===== src/rtl/nn_sample_engine.sv =====
// Responder side of the Control train/validate handshake: fetches one sample at a time,
// waits for the datapath to finish it, then strobes S_Train or S_Error.
//
//  state     | meaning
//  ----------+-----------------------------------------------------------------
//  ST_IDLE   | no mode active; Error holds the last validation total
//  ST_FETCH  | SAMPLE_RD asserted for SAMPLE_ADDR, wait counter cleared
//  ST_WAIT   | waiting for FWD_DONE, abort on mode drop, abort on timeout
//  ST_REPORT | strobe for the finished sample, address advances
module nn_sample_engine #(
    parameter int BITS    = 16,
    parameter int ADDR_W  = 10,
    parameter int TIMEOUT = 255
) (
    input  logic              clk,
    input  logic              rst,
    input  logic              TR,
    input  logic              VL,
    input  logic [ADDR_W-1:0] TRAIN_BASE,
    input  logic [ADDR_W-1:0] VALID_BASE,
    input  logic              FWD_DONE,
    input  logic [BITS-1:0]   SAMPLE_ERR,
    output logic              SAMPLE_RD,
    output logic [ADDR_W-1:0] SAMPLE_ADDR,
    output logic              S_Train,
    output logic              S_Error,
    output logic [BITS-1:0]   Error,
    output logic              BUSY,
    output logic              TIMEOUT_O
);

    localparam logic [1:0] ST_IDLE   = 2'd0;
    localparam logic [1:0] ST_FETCH  = 2'd1;
    localparam logic [1:0] ST_WAIT   = 2'd2;
    localparam logic [1:0] ST_REPORT = 2'd3;

    localparam logic [15:0] WAIT_TC = 16'(TIMEOUT);

    logic [1:0]  state;
    logic        mode_valid;
    logic [15:0] wait_cnt;
    logic [15:0] wait_nxt;
    logic        mode_req;
    logic        other_req;
    logic [BITS:0] err_sum;

    assign mode_req  = mode_valid ? VL : TR;
    assign other_req = mode_valid ? TR : VL;
    assign wait_nxt  = wait_cnt + 16'd1;
    assign err_sum   = {1'b0, Error} + {1'b0, SAMPLE_ERR};

    assign SAMPLE_RD = (state == ST_FETCH);
    assign S_Train   = (state == ST_REPORT) && !mode_valid;
    assign S_Error   = (state == ST_REPORT) && mode_valid;
    assign BUSY      = (state != ST_IDLE);

    always_ff @(posedge clk) begin
        if (rst) begin
            state       <= ST_IDLE;
            mode_valid  <= 1'b0;
            wait_cnt    <= '0;
            SAMPLE_ADDR <= '0;
            Error       <= '0;
            TIMEOUT_O   <= 1'b0;
        end else begin
            TIMEOUT_O <= 1'b0;
            case (state)
                ST_IDLE: begin
                    if (TR) begin
                        SAMPLE_ADDR <= TRAIN_BASE;
                        mode_valid  <= 1'b0;
                        state       <= ST_FETCH;
                    end else if (VL) begin
                        SAMPLE_ADDR <= VALID_BASE;
                        Error       <= '0;
                        mode_valid  <= 1'b1;
                        state       <= ST_FETCH;
                    end
                end
                ST_FETCH: begin
                    wait_cnt <= '0;
                    state    <= ST_WAIT;
                end
                ST_WAIT: begin
                    if (!mode_req) begin
                        state <= ST_IDLE;
                    end else if (FWD_DONE) begin
                        // Error is already final when the strobe is seen.
                        if (mode_valid)
                            Error <= err_sum[BITS] ? {BITS{1'b1}} : err_sum[BITS-1:0];
                        state <= ST_REPORT;
                    end else begin
                        wait_cnt <= wait_nxt;
                        if (wait_nxt == WAIT_TC) begin
                            TIMEOUT_O <= 1'b1;
                            state     <= ST_IDLE;
                        end
                    end
                end
                default: begin
                    SAMPLE_ADDR <= SAMPLE_ADDR + ADDR_W'(1);
                    // A mode switch goes through IDLE so the new base and Error clear apply.
                    if (mode_req && !other_req)
                        state <= ST_FETCH;
                    else
                        state <= ST_IDLE;
                end
            endcase
        end
    end

endmodule


===== config.mk =====
export PLATFORM = sky130hd
export DESIGN_NAME = nn_sample_engine
export DESIGN_NICKNAME = d
export VERILOG_FILES = /design/src/rtl/nn_sample_engine.sv
export SDC_FILE = /design/constraint.sdc
export NUM_CORES = 1
export LEC_CHECK = 0
export ABC_AREA = 1
export BUFFER_PORTS_ARGS = -buffer_cell sky130_fd_sc_hd__buf_4
export CORE_MARGIN = 2
export CORE_UTILIZATION = 35
export DETAILED_ROUTE_END_ITERATION = 7
export PLACE_DENSITY = 0.66
export SKIP_LAST_GASP = 1
export SYNTH_ARGS = -nofsm -noshare
export SYNTH_HDL_FRONTEND = slang
export SYNTH_SLANG_ARGS = --single-unit

===== constraint.sdc =====
create_clock -name clk -period 1.9 [get_ports clk]
set_clock_uncertainty 0.05 [all_clocks]
set_input_delay 0.19 -clock clk [delete_from_list [all_inputs] [get_ports clk]]
set_output_delay 0.19 -clock clk [all_outputs]
set_load 0.02 [all_outputs]

==> results.cfg <==
[worst_setup_path]
crit_path_max_incr_delay_ns = 0.35
setup.reg_to_reg.worst_slack_ns = -0.07
worstPathArrival_ns = 2.11
worst_setup_path_end_kind = flop
critical_path.max_fanout = 9
critical-path-top-cell-by-count = nand2_2
critical_path.slowest_cell = dfxtp_2
worst-endpoint-required_ns = 2.04
critPathLaunchType = flop
crit_chain = ha_4 > fa_2 > nand2_2 > a21oi_2 > nand3_1 > nand2_2 > a21oi_4 > buf_6 > inv_8 > o21ai_1 > a21oi_1
kind_of_critical_path = flop to flop

[clock_network]
clock_path_buffers = 2
clkTransAtPathRegs_ns = 0.10
h-tree-depth = 2
cts.sink_count = 46
cts-buffers-inserted = 5
cts_tree = done
cts-root-buf = clkbuf_8
clk_latency_ns = 0.31

[run_status]
violations_in_the_final_reports = negative setup slack
run_status = complete, but fails checks

[final_layout]
layout-drive-gt1-share_pct = 30.1
layout.cells.most_common = nand2_1
antennaDiodeCount = 0
fillerInstances = 906
finalNetCount = 689
fin_area_um2 = 4680
most-common-layout-cells = nand2_1, buf_4, a21oi_1
syn2layout_area_growth_pct = 40.5

[drt]
avgRoutedWirePerCell_um = 12.6
detail_route.first_pass.iterations = 4
total_vias_in_the_final_route = 3735
drt-vias-per-instance = 4.96
number_of_antenna_violating_nets_in_the_routed_design = 0
routed_wirelength_um = 9510
residual_drc_count = 0
drtIter0Drc = 152

[global_routing]
grt_start_max_net_pins = 30
via_count_of_the_first_global_routing_pass = 3476
grt_pass1_wl_um = 15600
grt_remaining_overflow = 0
grt_util_all_layers_pct = 18.4
antenna_found_initial = 0

[timing]
period_needed_ns = 1.97
max-slew-margin-rel_pct = 76.4
timing.fmax_mhz = 507
fin_crit_sh_pct = 104
finalSetupViolations = 14
timing_worst_slew_pin_value_ns = 0.353
rsz_0062_raised_after_global_routing = yes
finalHoldViolCount = 0
number_of_pins_with_negative_max_slew_slack_in_the_final_report = 0
fin_ws_ns = -0.0721

[place]
preCtsSetupSlack_ns = -0.156
hpwlAfterDp_um = 7010
placement.io_buffers = 71
placed_cell_area_um2 = 4250
gp_congestion = 0.969

[synthesis]
synth-seq-area-share_pct = 27.6
synth_cell_types = 41
yosys_register_bits = 46
syn-num-nets = 577
syn-cell-area_um2 = 3330
yosys_warnings = 0
synthesis.instances = 511
post_synthesis_average_cell_area_um2 = 6.52

[power]
post-layout-total-power_mw = 3.67
power_density_nw_per_um2 = 784
leakage_nw = 2.09
vdd.ir_drop.worst_v = 0.000619

[die]
fp.dieH_um = 102
horizontal_die_dimension_um = 102
core_region_area_um2 = 9240
die_area_um2 = 10300
placementRows = 35
num_io_pins = 72
initial_core_util_pct = 36.1

[min_path]
holdCritPathClass = input pin to flop

[job]
cap_violations = 0
[where the power goes]
part / total, mW / leakage, nW / internal, mW / switching, mW
Sequential: 1.22 / 0.377 / 1.08 / 0.135
Combinational: 1.67 / 1.65 / 0.690 / 0.976
Clock: 0.789 / 0.0591 / 0.402 / 0.386
Total: 3.67 / 2.09 / 2.18 / 1.50
[flip-flops by register name (all words and copies together) (netlist names)]
| register | cells |
|---|---|
| Error | 16 |
| SAMPLE_ADDR | 10 |
| TIMEOUT_O | 1 |
| mode_valid | 1 |
| state | 2 |
| wait_cnt | 16 |
[worst paths after layout]
path / startpoint / endpoint / depth (start not counted)
min reg2reg: wait_cnt[15] / wait_cnt[15] / 2
max: Error[0] / Error[8] / 11
max reg2reg: Error[0] / Error[8] / 11
min: rst / wait_cnt[2] / 2
[Yosys cell counts]
cell | count | area [um2]
buf_2 | 4 | 20.0
or2_2 | 1 | 6.26
nand4_1 | 7 | 43.8
a41oi_1 | 1 | 8.76
o22ai_2 | 1 | 12.5
clkbuf_1 | 7 | 26.3
nand2_2 | 1 | 6.26
ha_1 | 24 | 300
o22ai_1 | 1 | 6.26
o211ai_1 | 1 | 7.51
o21ai_0 | 23 | 115
nor3_1 | 4 | 20.0
o21ai_2 | 3 | 26.3
nand3b_1 | 1 | 7.51
inv_2 | 4 | 15.0
clkinv_1 | 1 | 3.75
nand2_4 | 1 | 11.3
dfxtp_1 | 46 | 921
a21oi_1 | 59 | 295
a221oi_1 | 4 | 35.0
nor2_1 | 37 | 139
nor2_2 | 5 | 31.3
buf_8 | 1 | 15.0
nor2_8 | 1 | 20.0
o21ai_1 | 5 | 25.0
nor4_1 | 1 | 6.26
a211oi_1 | 2 | 15.0
o21a_1 | 1 | 7.51
a21o_1 | 2 | 15.0
o21bai_1 | 2 | 15.0
o31ai_1 | 1 | 7.51
nand2_1 | 148 | 556
a22oi_1 | 7 | 52.6
xnor2_1 | 3 | 26.3
xor2_1 | 8 | 70.1
a31oi_1 | 4 | 25.0
fa_1 | 1 | 20.0
a21oi_2 | 3 | 26.3
a31o_2 | 1 | 8.76
nand3_1 | 39 | 195
inv_1 | 45 | 169
[what timing repair did]
| action | 4_1_cts | 5_1_grt |
|---|---|---|
| buffers inserted | 4 | 7 |
| pin swaps | 5 | 18 |
| cloned | 0 | 1 |
| resized for setup | 15 | 36 |
| hold buffers | 0 | 0 |
| setup endpoints to repair | 19 | 20 |
[metrics by stage]
step / TNS [ns] / hold slack, ns / utilization [%] / std cells
finish: -0.430 / 0.0799 / 50.7 / 753
global route: -2.23 / 0.0856 / 50.7 / 753
floorplan: 0 / 0.313 / - / 511
CTS: -0.0381 / 0.0837 / 48.3 / 745
detailed placement: -2.23 / 0.408 / 46.0 / 733
global placement: -0.850 / 0.406 / 46.0 / 733
[cell type report]
cell class / count / area, um2 / area share (%)
clock buffers: 5 / 68.8 / 1.47
clock inverters: 3 / 47.5 / 1.01
flip-flops and latches: 46 / 931 / 19.9
repair buffers: 116 / 895 / 19.1
multi-input cells: 404 / 2380 / 50.8
inverters: 50 / 200 / 4.27
well taps: 129 / 161 / 3.45
[cell families (layout without fill, tap and decap cells)]
family | Yosys count | in the layout | share of synthesized area (%)
and+or+nand+nor | 246 | 247 | 31.3
AOI/OAI and AO/OA | 121 | 121 | 21.1
buffers and inverters | 62 | 174 | 7.47
DFF | 46 | 46 | 27.6
adders and majority gates | 25 | 25 | 9.61
xor gates and xnor gates | 11 | 11 | 2.89
[layer usage]
metal  vias up  wire length, um  GRT usage (%)
met5         -                0              0
met4         0              119           4.68
met3        11              400           2.14
met2        88             4470           30.6
met1      1691             4530           25.3
li1       1945                -              -
[critical path: cells and delay by family, from the launching register on]
kind	cells	cell delay [ns]
adder cells (fa/ha/maj)	2	0.50
flip-flops	1	0.35
buffers and inverters	2	0.20
AO/OA/AOI/OAI	4	0.50
AND/OR/NAND/NOR	3	0.26
Power figures use the tool's default switching activity.
